--- src/rtl/demux_rr_sched.sv ---
// ============================================================================
// demux_rr_sched : round-robin burst scheduler driving an 8-way demux S/EN.
// Optional: define DEMUX_RR_SCHED_PRIO0_EN for channel-0 priority/preemption.
// Revision: 1.0
// ============================================================================
`default_nettype none

module demux_rr_sched #(
  parameter int BURST_LEN = 4,
  parameter int CNT_W     = 8
) (
  input  logic       clk,
  input  logic       rst_n,
  input  logic       enable,
  input  logic [7:0] req,
  output logic [2:0] s,
  output logic       en,
  output logic [7:0] gnt,
  output logic       busy
);

  localparam logic [CNT_W-1:0] BURST_MAX = CNT_W'(BURST_LEN);

  typedef enum logic [1:0] {
    IDLE  = 2'd0,
    GRANT = 2'd1,
    GAP   = 2'd2
  } state_t;

  state_t           r_state;
  logic [2:0]       r_ptr;
  logic [CNT_W-1:0] r_cnt;

  logic [2:0] w_rr_win;
  logic       w_rr_found;
  logic [2:0] w_win;
  logic       w_upd_ptr;
  logic       w_preempt;
  logic       w_req_any;

  assign w_req_any = |req;

  // Search starts one past the last winner so every requester is reached.
  always_comb begin
    logic [2:0] idx;
    w_rr_win   = r_ptr;
    w_rr_found = 1'b0;
    idx        = r_ptr;
    for (int i = 1; i <= 8; i++) begin
      idx = r_ptr + 3'(i);
      if (!w_rr_found && req[idx]) begin
        w_rr_win   = idx;
        w_rr_found = 1'b1;
      end
    end
  end

`ifdef DEMUX_RR_SCHED_PRIO0_EN
  // Channel 0 bypasses the rotation and leaves the pointer untouched.
  assign w_win     = req[0] ? 3'd0 : w_rr_win;
  assign w_upd_ptr = !req[0];
  assign w_preempt = req[0] && (s != 3'd0);
`else
  assign w_win     = w_rr_win;
  assign w_upd_ptr = 1'b1;
  assign w_preempt = 1'b0;
`endif

  always_ff @(posedge clk or negedge rst_n) begin
    if (!rst_n) begin
      r_state <= IDLE;
      r_ptr   <= 3'd7;
      r_cnt   <= '0;
      s       <= 3'd0;
      en      <= 1'b0;
      gnt     <= 8'd0;
      busy    <= 1'b0;
    end else begin
      case (r_state)
        IDLE, GAP: begin
          if (enable && w_req_any) begin
            r_state <= GRANT;
            r_cnt   <= CNT_W'(1);
            s       <= w_win;
            en      <= 1'b1;
            gnt     <= 8'(1) << w_win;
            busy    <= 1'b1;
            if (w_upd_ptr) r_ptr <= w_win;
          end else begin
            r_state <= IDLE;
            r_cnt   <= '0;
            en      <= 1'b0;
            gnt     <= 8'd0;
            busy    <= 1'b0;
          end
        end
        GRANT: begin
          if (!enable) begin
            r_state <= IDLE;
            r_cnt   <= '0;
            en      <= 1'b0;
            gnt     <= 8'd0;
            busy    <= 1'b0;
          end else if (!req[s] || (r_cnt == BURST_MAX) || w_preempt) begin
            r_state <= GAP;
            r_cnt   <= '0;
            en      <= 1'b0;
            gnt     <= 8'd0;
            busy    <= 1'b1;
          end else begin
            r_cnt <= r_cnt + CNT_W'(1);
          end
        end
        default: begin
          r_state <= IDLE;
          r_cnt   <= '0;
          en      <= 1'b0;
          gnt     <= 8'd0;
          busy    <= 1'b0;
        end
      endcase
    end
  end

endmodule

`default_nettype wire
--- config.mk ---
export PLATFORM = sky130hd
export DESIGN_NAME = demux_rr_sched
export DESIGN_NICKNAME = d
export VERILOG_FILES = /design/src/rtl/demux_rr_sched.sv
export SDC_FILE = /design/constraint.sdc
export NUM_CORES = 1
export LEC_CHECK = 0
export ABC_AREA = 1
export BUFFER_PORTS_ARGS = -buffer_cell sky130_fd_sc_hd__buf_2
export CORE_MARGIN = 5
export CORE_UTILIZATION = 40
export DETAILED_ROUTE_END_ITERATION = 8
export MAX_ROUTING_LAYER = met4
export PLACE_DENSITY_LB_ADDON = 0.12
export SLEW_MARGIN = 20
export SYNTH_ARGS = -nofsm -noshare
export SYNTH_HDL_FRONTEND = slang
export SYNTH_SLANG_ARGS = --single-unit
--- constraint.sdc ---
create_clock -name clk -period 2.3 [get_ports clk]
set_input_delay 0.345 -clock clk [delete_from_list [all_inputs] [get_ports clk]]
set_output_delay 0.345 -clock clk [all_outputs]
set_load 0.01 [all_outputs]
==> Yosys cells after proc, flatten, opt, wreduce, memory -nomap -nowiden <==
Cells that the tools add are included.
{ "word_totals": {"register_bits": 26, "output_inout_bits": 13, "word_cells": 102, "in_bits": 11} }
{ "classes": {"addsub": 8, "shift": 1, "n_eq_ne": 4, "n_reduce_logical": 21, "mux": 52, "n_lt_le_gt_ge": 9} }
{ "ops": {"columns": ["cell", "count"], "rows": [
  ["$mux W8", 5],
  ["$lt A3 B4 Y1 const B", 9],
  ["$pmux W8 S2", 2],
  ["$bmux W1 S3", 9],
  ["$mux W3", 8],
  ["$mux W1", 23],
  ["$add A3 B3 Y3 const B", 4],
  ["$add A8 B1 Y8 const B", 1],
  ["$eq A8 B3 Y1 const B", 1],
  ["$logic_and A1 B1 Y1", 8],
  ["$logic_not A1 Y1", 8],
  ["$reduce_or A8 Y1", 1],
  ["$shl A1 B3 Y8 const A", 1],
  ["$add A3 B2 Y3 const B", 2],
  ["$mux W2", 2],
  ["$pmux W1 S2", 2],
  ["$pmux W2 S2", 1],
  ["$add A3 B1 Y3 const B", 1],
  ["$ne A3 B3 Y1 const B", 1],
  ["$eq A2 B1 Y1 const B", 1],
  ["$eq A2 B2 Y1 const B", 1],
  ["$logic_not A2 Y1", 1],
  ["$reduce_and A2 Y1", 1],
  ["$reduce_or A2 Y1", 1],
  ["$logic_or A1 B1 Y1", 1]
]} }

==> Logic depth before layout (Yosys ltp) <==
Gate-level depths: netlist (run 1).
{ "logic_depth": {"ltp_word": 28, "ltp_mapped": 19, "mapped_depth_nobuf": 18} }

==> Least setup slack after synthesis (run 1) <==
Ideal clock, no wire load.
{ "synth_path": {"kind": "reg2reg", "start": "reg r_ptr[1]", "end": "reg s[1]", "setup_time_ps": 127, "setup_slack_ps": -111, "arrival_ps": 2285, "required_ps": 2173, "synth_period_minus_slack_ps": 2411, "path_stages_with_launch": 18, "cell_sequence": "dfstp_2 > buf_4 > inv_2 > ha_1 > inv_2 > nand3_1 > nand3_2 > nand2_4 > inv_2 > nand3_2 > nor2_4 > nand4_2 > nand2_1 > inv_2 > nand2_4 > nand2_4 > nand2_1 > o21ai_0"} }
{ "synth_via": {"elab_chain_len": 25, "word_cells_on_any_way": 52, "classes_between": "add/sub: 7; mux: 31; reduce/logical: 14"} }
{ "synth_lines": {"columns": ["item", "line", "rtl"], "rows": [
  ["from (decl)", "31", "logic [2:0] r_ptr;"],
  ["from (signal assigned)", "88", "if (w_upd_ptr) r_ptr <= w_win;"],
  ["$add A3 B1 Y3", "50", "idx = r_ptr + 3'(i);"],
  ["$bmux W1 S3", "51", "if (!w_rr_found && req[idx]) begin"],
  ["$mux W1 (not written as such)", "51", null],
  ["$mux W1", "51", null],
  ["$logic_not A1 Y1", "51", null],
  ["$logic_and A1 B1 Y1", "51", null],
  ["$mux W1", "51", null],
  ["$logic_not A1 Y1", "51", null],
  ["(+9 left out)", null, null],
  ["$logic_and A1 B1 Y1", "51", null],
  ["$mux W1", "51", null],
  ["$logic_not A1 Y1", "51", null],
  ["$logic_and A1 B1 Y1", "51", null],
  ["$mux W1", "51", null],
  ["$logic_not A1 Y1", "51", null],
  ["$logic_and A1 B1 Y1", "51", null],
  ["$mux W3 (*)", "51", null],
  ["to (signal assigned)", "84", "s <= w_win;"],
  ["to (decl)", "16", "output logic [2:0] s,"]
]} }
Mark *: on every way between the ends. The rest lies on a longest branch, timed or not. The select of a mux whose other input is x is not followed.
A chain may end at the register's enable or synchronous reset.

==> Final worst setup path (run 1) <==
{ "layout_path": {"start": "reg r_ptr[1]", "end": "reg gnt[2]"} }
{ "layout_via": {"elab_chain_len": 28, "word_cells_on_any_way": 55, "classes_between": "add/sub: 7; shift: 1; mux: 33; reduce/logical: 14"} }
{ "layout_lines": {"columns": ["item", "line", "rtl"], "rows": [
  ["$add A3 B1 Y3", "50", null],
  ["$bmux W1 S3", "51", null],
  ["$mux W1 (not written as such)", "51", null],
  ["$mux W1", "51", null],
  ["$logic_not A1 Y1", "51", null],
  ["$logic_and A1 B1 Y1", "51", null],
  ["$mux W1", "51", null],
  ["$logic_not A1 Y1", "51", null],
  ["(+12 left out)", null, null],
  ["$logic_and A1 B1 Y1", "51", null],
  ["$mux W1", "51", null],
  ["$logic_not A1 Y1", "51", null],
  ["$logic_and A1 B1 Y1", "51", null],
  ["$mux W3 (*)", "51", null],
  ["$shl A1 B3 Y8 (*)", "86", "gnt <= 8'(1) << w_win;"],
  ["$mux W8 (*)", "81", "if (enable && w_req_any) begin"],
  ["$pmux W8 S2 (*)", "79", "case (r_state)"],
  ["to (signal assigned)", "86", null],
  ["to (decl)", "18", "output logic [7:0] gnt,"]
]} }
Marks and branches as above.

==> summary.txt, run 1 <==
Final setup viols: 7
Hold_ws: 62.7 ps
Worst r2r dst: gnt[2]$_DFFE_PN0P_
Post-synthesis xor/xnor area fraction: 2.85%
GRT overflow: 0
EDFF count, synth: 0
CP Launch Type: flip-flop
Die Y: 81.8 um
Final Util: 52.3%
Antenna-violating nets left: 0
Post-DP HPWL: 4080 um
Core ar.: 5070 um^2
Worst-case clock buffer depth: 2
Overall routing resource usage: 17.1%
Critical R2R Launch: r_ptr[1]$_DFFE_PN1P_
Largest family of logic cells by synthesized area: simple AND/OR/NAND/NOR gates
Sequential cell area fraction in the yosys report: 31.7%
IO Count: 24
CTS Buf Count: 3
Largest net degree at the start of global routing: 27
Synth warn: 0
Root Buffer: clkbuf_8
Starting Density: 40.7%
Share of cells above drive strength 1: 36.0%
Initial antenna violation count: 0
Netlist cell types: 33
Synthesized area: 2060 um^2
RSZ-0062 raised after global routing: yes
Post-synthesis adder-cell area fraction: 2.43%
Post-synthesis compound-gate area fraction: 7.94%
Most frequent cells in the layout: 81 x nand2_1, 31 x inv_1, 26 x nand3_1
Post-route DRC: 0
TritonRoute pass-1 iters: 4
Required @ worst endpoint: 2520 ps
Die area: 6690 um^2
Post-synthesis mux area share: 0%
I/O Buffers: 23
Final Critical Period: 2350 ps
Min-delay worst type: input port to asynchronous set/reset pin
Vias per inst: 4.89
Critical path endpoint category: flip-flop
Mapped Cells: 294
Worst skew pair latency: 270 ps
Cell depth of the worst flop-to-flop path: 12
Core Rows: 26
Avg Cell Area, Syn: 7.02 um^2
Critical Path Source: r_ptr[1]$_DFFE_PN1P_
Hold_buf cts: 0
Fin worst setup slack: -47.5 ps
First-pass GRT wire length: 8690 um
Clock-pin transition on the worst setup and hold timing paths: 90 ps
Clk_skew: 7.22 ps
Worst-path fanout max: 6
CTS tree: done
WL/cell: 13.0 um
Synth Register Bits: 26
Status: finished, violations left
Failing checks: setup timing
Number of global-route vias before repair: 1848
Slew Viols, Final: 0
Fin crit share: 102%
Nets: 355
Die Span X: 81.8 um
Routability cong.: 0.900
Critical Path AT: 2570 ps
Worst rel slew slack: 61.7%
TritonCTS Sinks: 26
Highest clock rate: 0.426 GHz
Synth Flop Type: dfrtp_1
Fin. Hold Viols: 0
Ys async rst share: 100%
Number of diodes: 0
Detailed-route via count: 2000
Max cap viols: 0
Simple-gate share of the synthesized area: 45.7%
Crit Path Class: flip-flop to flip-flop
1st-iter DRT viols: 105
Number of fillers in the final layout: 510
Mapped Nets: 309
Area grow syn2layout: 28.7%
Worst-margin pin slew: 574 ps
Total Wirelength: 5330 um
Commonest non-fill, non-tap cell in the layout: nand2_1
Htree depth: 1
FF-to-FF setup slack: -50 ps
==> Yosys cell counts, types with 4 or more instances <==
master   instances  area [um^2]
nor3_1           4         20.0
nand2_1         90          338
nand2_2         11         68.8
nor2_1          18         67.6
nand3_1         32          160
o21ai_1          5         25.0
a21oi_1          8         40.0
ha_1             4         50.1
dfrtp_1         23          576
nand3_2         10          100
nand2_4          5         56.3
nand4_1          4         25.0
inv_2            8         30.0
inv_1           32          120
o21ai_0         13         65.1
==> worst max-delay path by stage <==
stage                              end  cells after the start
floorplan             s[1]$_DFFE_PN0P_                     17
global placement    gnt[0]$_DFFE_PN0P_                     16
detailed placement  gnt[0]$_DFFE_PN0P_                     14
CTS                 gnt[0]$_DFFE_PN0P_                     14
global route        gnt[2]$_DFFE_PN0P_                     16
finish              gnt[2]$_DFFE_PN0P_                     12
==> critical path, stage by stage, from the launching register on <==
cell and delay [ps]:
dfstp_2 560, inv_2 50, ha_4 330, inv_6 60, nand3_2 70, nand2_2 80, buf_4 130, o21ai_1 270
buf_4 200, nand3_2 160, a21oi_1 230, nand2_1 80, nand2_1 70
==> logic make-up after synthesis <==
logic type / count (synthesis)
XOR/XNOR: 5
buffers and inverters: 46
adder cells (fa/ha/maj): 4
AND/OR/NAND/NOR: 184
flip-flops: 26
AO/OA/AOI/OAI: 29
==> layout make-up <==
type / instances / area [um^2] / area share, %
multi-input combinational: 222 / 1380 / 52.0
sequential: 26 / 654 / 24.6
timing repair buffer: 47 / 303 / 11.4
inverter: 40 / 158 / 5.93
tap: 70 / 87.6 / 3.30
clock buffer: 3 / 41.3 / 1.55
clock inverter: 1 / 30.0 / 1.13
==> per-stage QoR <==
step,instance area [um^2],instances,worst slack [ps],setup TNS (ps)
3_3_place_gp,2380,400,28.3,0
6_report,2660,409,-47.5,-179
3_5_place_dp,2380,400,41.7,0
4_1_cts,2450,404,21.3,0
2_1_floorplan,2080,294,29.0,0
5_1_grt,2660,409,-207,-1810
==> sequential cells by signal (all words and copies together) (netlist names) <==
signal and count:
s 3, r_state 2, r_ptr 3, en 1, gnt 8, busy 1
r_cnt 8
==> layer usage <==
metal  up-vias  global-route usage, %  share of wire [%]
met5         -                      -                  0
met4         0                  0.997               0.15
met3         2                   2.85                4.8
met2        40                   26.8                 46
met1       921                   24.4                 49
li1       1037                      -                  -
==> what timing repair did <==
| action | 4_1_cts | 5_1_grt |
|---|---|---|
| gates resized for setup | 0 | 40 |
| buffers inserted | 0 | 5 |
| endpoints found under the setup margin | 0 | 16 |
Power of run 1 is not shown: default switching activity piles up to over one toggle a cycle in this logic, so the estimate is an artifact.
==> run 2: changes to the inputs <==
--- a/config.mk
+++ b/config.mk
@@ -9,4 +9,4 @@
 export BUFFER_PORTS_ARGS = -buffer_cell sky130_fd_sc_hd__buf_2
-export CORE_MARGIN = 5
-export CORE_UTILIZATION = 40
+export CORE_MARGIN = 2
+export CORE_UTILIZATION = 27
 export DETAILED_ROUTE_END_ITERATION = 8
--- a/constraint.sdc
+++ b/constraint.sdc
@@ -3,2 +3,2 @@
 set_output_delay 0.345 -clock clk [all_outputs]
-set_load 0.01 [all_outputs]
+set_load 0.1 [all_outputs]
==> run 2 against run 1 <==
The flow now finishes without violations; worst hold slack got worse by 4.1 ps; clock-buffer cell count up 1; critical path depth is 3 higher; die area is 25% higher; critical path type unchanged.
==> summary.txt, run 2 (same netlist as run 1, synthesis figures left out) <==
Post-DP HPWL: 4370 um (was 4080 um)
Worst path buffer plus inverter count: 3 (was 4)
Max stage delay on crit path: 550 ps (was 560 ps)
Placed Area: 2400 um^2 (was 2380 um^2)
Uppermost layer routed: met4 (unchanged)
Die Span X: 91.4 um (was 81.8 um)
Post-route DRC: 0 (unchanged)
Final instance area: 2690 um^2 (was 2660 um^2)
Die area: 8360 um^2 (was 6690 um^2)
Largest regs: gnt x8, r_cnt x8 (unchanged)
I/O Buffers: 23 (unchanged)
Worst-margin pin slew: 588 ps (was 574 ps)
Worst rel slew slack: 60.8% (was 61.7%)
Most used cell, CP: nand2_2
Number of global-route vias before repair: 1960 (was 1848)
Number of diodes: 0 (unchanged)
Met3 WL: 114 um (was 257 um)
Detailed-route via count: 1975 (was 2000)
WL/cell: 12.9 um (was 13.0 um)
Critical path's top delay family: simple AND/OR/NAND/NOR gates (was flip-flops)
Fin crit share: 98.7% (was 102%)
Htree depth: 1 (unchanged)
Total Wirelength: 5610 um (was 5330 um)
Highest clock rate: 0.440 GHz (was 0.426 GHz)
CTS Buf Count: 3 (unchanged)
Antenna-violating nets left: 0 (unchanged)
Number of fillers in the final layout: 765 (was 510)
Final setup viols: 0 (was 7)
Worst skew pair latency: 270 ps (about the same)
Critical path endpoint category: flip-flop (unchanged)
IO Count: 24 (unchanged)
Root Buffer: clkbuf_8 (unchanged)
TritonRoute pass-1 iters: 5 (was 4)
Final Util: 36.6% (was 52.3%)
Placed Cells: 427 (was 400)
Final Critical Period: 2270 ps (was 2350 ps)
Overall routing resource usage: 14.2% (was 17.1%)
CP Cell Sequence: inv_2 > ha_4 > inv_6 > nand3_2 > nand2_2 > nand2_2 > nand2_4 > nand3_4 > nor2_4 > nand4_4 > nand2_2 > inv_2 > nand2_4 > nand3_4 > o21ai_2 (was inv_2 > ha_4 > inv_6 > nand3_2 > nand2_2 > buf_4 > o21ai_1 > buf_4 > nand3_2 > a21oi_1 > nand2_1 > nand2_1)
Crit Path Class: flip-flop to flip-flop (unchanged)
Routability cong.: 0.885 (was 0.900)
Area grow syn2layout: 30.2% (was 28.7%)
Status: finished, final reports clean (was finished, violations left)
WL met2: 2480 um (was 2440 um)
Metal-1 WL: 2980 um (was 2620 um)
Most frequent cells in the layout: 78 x nand2_1, 32 x inv_1, 25 x nand3_1 (was 81 x nand2_1, 31 x inv_1, 26 x nand3_1)
Share of cells above drive strength 1: 37.1% (was 36.0%)
TritonCTS Sinks: 26 (unchanged)
Critical Path Source: r_ptr[0]$_DFFE_PN1P_ (was r_ptr[1]$_DFFE_PN1P_)
Required @ worst endpoint: 2500 ps (was 2520 ps)
First-pass GRT wire length: 9440 um (was 8690 um)
Critical R2R Launch: r_ptr[0]$_DFFE_PN1P_ (was r_ptr[1]$_DFFE_PN1P_)
Initial antenna violation count: 0 (unchanged)
Critical Path AT: 2470 ps (was 2570 ps)
Clock-pin transition on the worst setup and hold timing paths: 90 ps (about the same)
Setup TNS Final: 0 ps (was -179 ps)
CTS tree: done (unchanged)
Worst-case clock buffer depth: 2 (unchanged)
Slowest cell on the critical path: dfstp_2 (unchanged)
CP Launch Type: flip-flop (unchanged)
Die Y: 91.4 um (was 81.8 um)
Slew Viols, Final: 0 (unchanged)
Max cap viols: 0 (unchanged)
Fin. Hold Viols: 0 (unchanged)
1st-iter DRT viols: 71 (was 105)
Vias per inst: 4.53 (was 4.89)
Starting Density: 28.1% (was 40.7%)
Core ar.: 7330 um^2 (was 5070 um^2)
GRT overflow: 0 (unchanged)
Clk_skew: 8.08 ps (was 7.22 ps)
Commonest non-fill, non-tap cell in the layout: nand2_1 (unchanged)
RSZ-0062 raised after global routing: yes (unchanged)
Worst-path fanout max: 6 (unchanged)
Min-delay worst type: input port to asynchronous set/reset pin (unchanged)
Largest net degree at the start of global routing: 27 (unchanged)
Fin cells: 436 (was 409)
Nets: 353 (was 355)
Core Rows: 31 (was 26)
run 2: changes by cell type in the layout (fill, tap and decap cells not counted), sizes merged:
cell and delta:
bufinv -1, clkbuf +1, buf -2
run 2: final timing paths:
| check | slack (ps) | endpoint | cells after the start |
|---|---|---|---|
| hold / removal | 60 | r_cnt[3]$_DFF_PN0_ | 1 |
| max in group asynchronous | 1810 | s[0]$_DFFE_PN0P_ | 1 |
| setup reg to reg | 30 | gnt[4]$_DFFE_PN0P_ | 15 |
| min in group clk | 460 | r_state[1]$_DFFE_PN0P_ | 5 |
| hold reg to reg | 480 | en$_DFFE_PN0P_ | 2 |
| setup / recovery | 30 | gnt[4]$_DFFE_PN0P_ | 15 |
run 2: routing by layer:
layer / vias up / track usage [%]
li1: 1029 / -
met1: 920 / 20.4
met2: 22 / 21.6
met3: 4 / 2.41
met4: 0 / 1.52
met5: - / -
run 2: cell type report:
class	instances	area, um^2	area share [%]
Inverter	40	158	5.87
Clock buffer	4	55.1	2.05
Tap cell	99	124	4.61
Timing Repair Buffer	45	288	10.7
Sequential cell	26	656	24.4
Multi-Input combinational cell	222	1410	52.4
run 2: timing repair:
action | in CTS | in global routing
gates resized for setup | 7 | 38
buffers inserted | 0 | 5
hold buffers | 0 | 0
setup endpoints to repair | 8 | 14
pin swaps | 1 | 18
run 2: stage by stage:
| step | worst slack, ps | hold WS (ps) |
|---|---|---|
| 2_1_floorplan | 26.4 | 49.4 |
| 3_3_place_gp | -26.3 | 384 |
| 3_5_place_dp | -37.8 | 375 |
| 4_1_cts | 0.904 | 79.9 |
| 5_1_grt | -139 | 107 |
| 6_report | 29.1 | 58.6 |
Power of run 2 is left out for the same reason.
==> run 3: changes to the inputs <==
CAP_MARGIN = 20   (was default)
CORE_UTILIZATION = 40   (was 27)
==> run 3 against run 2 <==
Sequential cell count stayed put; worst setup slack worse by 28 ps; die area is 31% lower; register-to-register slack worse by 30 ps; largest cell class unchanged; critical path type unchanged; critical path depth is 1 lower; clock skew is 3.6 ps lower.
==> summary.txt, run 3 (same netlist as run 1, synthesis figures left out) <==
Post-route DRC: 0 (unchanged)
Worst-margin pin slew: 569 ps (was 588 ps)
Worst rel slew slack: 62.1% (was 60.8%)
Status: finished, final reports clean (unchanged)
Starting Density: 40.9% (was 28.1%)
1st-iter DRT viols: 85 (was 71)
RSZ-0062 raised after global routing: yes (unchanged)
Final Critical Period: 2300 ps (was 2270 ps)
Commonest non-fill, non-tap cell in the layout: nand2_1 (unchanged)
Required @ worst endpoint: 2520 ps (was 2500 ps)
Placed Area: 2360 um^2 (was 2400 um^2)
Cell depth of the worst flop-to-flop path: 14 (was 15)
Worst skew pair latency: 270 ps (about the same)
Overall routing resource usage: 19.3% (was 14.2%)
Worst-case clock buffer depth: 2 (unchanged)
Core ar.: 5040 um^2 (was 7330 um^2)
Worst r2r dst: gnt[1]$_DFFE_PN0P_ (was gnt[4]$_DFFE_PN0P_)
I/O Buffers: 23 (unchanged)
Footprint of the multi-input gates: 1410 um^2 (about the same)
Min-delay worst type: input port to asynchronous set/reset pin (unchanged)
Highest clock rate: 0.435 GHz (was 0.440 GHz)
Final instance area: 2680 um^2 (was 2690 um^2)
Die Y: 75.8 um (was 91.4 um)
TritonCTS Sinks: 26 (unchanged)
Die area: 5750 um^2 (was 8360 um^2)
Die Span X: 75.8 um (was 91.4 um)
Nets: 355 (was 353)
Register area: 656 um^2 (unchanged)
IO Count: 24 (unchanged)
Core Rows: 26 (was 31)
Post-DP HPWL: 3900 um (was 4370 um)
WL/cell: 12.4 um (was 12.9 um)
Critical R2R Launch: r_ptr[1]$_DFFE_PN1P_ (was r_ptr[0]$_DFFE_PN1P_)
Largest regs: gnt x8, r_cnt x8 (unchanged)
Hold_buf cts: 0 (unchanged)
Antenna-violating nets left: 0 (unchanged)
Final Util: 53.2% (was 36.6%)
Worst-path fanout max: 6 (unchanged)
Most frequent cells in the layout: 76 x nand2_1, 31 x inv_1, 26 x nand3_1 (was 78 x nand2_1, 32 x inv_1, 25 x nand3_1)
Slew Viols, Final: 0 (unchanged)
Setup TNS Final: 0 ps (unchanged)
Fin. Hold Viols: 0 (unchanged)
Crit Path Class: flip-flop to flip-flop (unchanged)
Vias per inst: 4.82 (was 4.53)
Critical Path AT: 2520 ps (was 2470 ps)
Detailed-route via count: 1970 (was 1975)
Initial antenna violation count: 0 (unchanged)
Area grow syn2layout: 29.9% (was 30.2%)
Share of cells above drive strength 1: 37.8% (was 37.1%)
FF-to-FF setup slack: 1 ps (was 30 ps)
Number of fillers in the final layout: 486 (was 765)
Final setup viols: 0 (unchanged)
CTS Buf Count: 3 (unchanged)
Clk_skew: 4.49 ps (was 8.08 ps)
Max cap viols: 0 (unchanged)
Number of global-route vias before repair: 1755 (was 1960)
Number of diodes: 0 (unchanged)
GRT overflow: 0 (unchanged)
CP Launch Type: flip-flop (unchanged)
Total Wirelength: 5080 um (was 5610 um)
Fin crit share: 99.9% (was 98.7%)
Htree depth: 1 (unchanged)
Clock-pin transition on the worst setup and hold timing paths: 90 ps (about the same)
Root Buffer: clkbuf_8 (unchanged)
TritonRoute pass-1 iters: 4 (was 5)
First-pass GRT wire length: 8280 um (was 9440 um)
Largest net degree at the start of global routing: 27 (unchanged)
CTS tree: done (unchanged)
Critical path endpoint category: flip-flop (unchanged)
Routability cong.: 0.886 (was 0.885)
run 3: repair_timing:
action | 4_1_cts | 5_1_grt
pin swaps | 3 | 21
resized for setup | 8 | 38
setup endpoints to repair | 11 | 14
hold endpoints to repair | 0 | 0
setup buffers | 1 | 6
run 3: critical path, stage by stage (launching register included):
cell and delay (ps):
dfstp_2 550, inv_2 50, ha_4 290, inv_6 90, nand3_4 80, nand2_2 110
nand2_2 70, nand2_4 100, buf_12 100, nand4_4 120, nor2_4 140, nand3_1 190
a21oi_4 210, nand2_1 80, nand2_1 70
run 3: cell type report:
cell class                      instances  share of cell area, %
Sequential cell                        26                   24.5
Multi-Input combinational cell        222                   52.7
Timing Repair Buffer                   47                   11.8
Tap cell                               70                   3.27
Inverter                               40                   5.79
Clock buffer                            4                   2.05
run 3: how the worst max path moves through the flow:
stage / start / to / slack, ps / depth (start not counted)
after floorplan: r_ptr[1]$_DFFE_PN1P_ / s[1]$_DFFE_PN0P_ / 30 / 17
after global placement: r_ptr[0]$_DFFE_PN1P_ / s[1]$_DFFE_PN0P_ / -20 / 17
after detailed placement: r_ptr[0]$_DFFE_PN1P_ / s[1]$_DFFE_PN0P_ / -50 / 17
after CTS: r_ptr[0]$_DFFE_PN1P_ / gnt[7]$_DFFE_PN0P_ / 6 / 16
after global routing: r_ptr[0]$_DFFE_PN1P_ / gnt[1]$_DFFE_PN0P_ / -160 / 17
final: r_ptr[1]$_DFFE_PN1P_ / gnt[1]$_DFFE_PN0P_ / 1 / 14
run 3: metrics by stage:
| stage | hold WS, ps | cells | setup WS, ps |
|---|---|---|---|
| after global routing | 102 | 409 | -161 |
| after detailed placement | 384 | 398 | -48.5 |
| after global placement | 378 | 398 | -21.5 |
| after floorplan | 49.4 | 294 | 26.4 |
| final | 50.2 | 409 | 1.36 |
| after CTS | 79.0 | 403 | 6.30 |
run 3: metal layers:
metal | track usage (%) | vias up | part of all wire (%)
li1 | - | 1035 | -
met4 | 2.73 | 0 | 0.35
met3 | 3.17 | 4 | 3.2
met2 | 29.3 | 30 | 48
met5 | - | - | 0
met1 | 27.6 | 901 | 49
Power of run 3 is left out for the same reason.
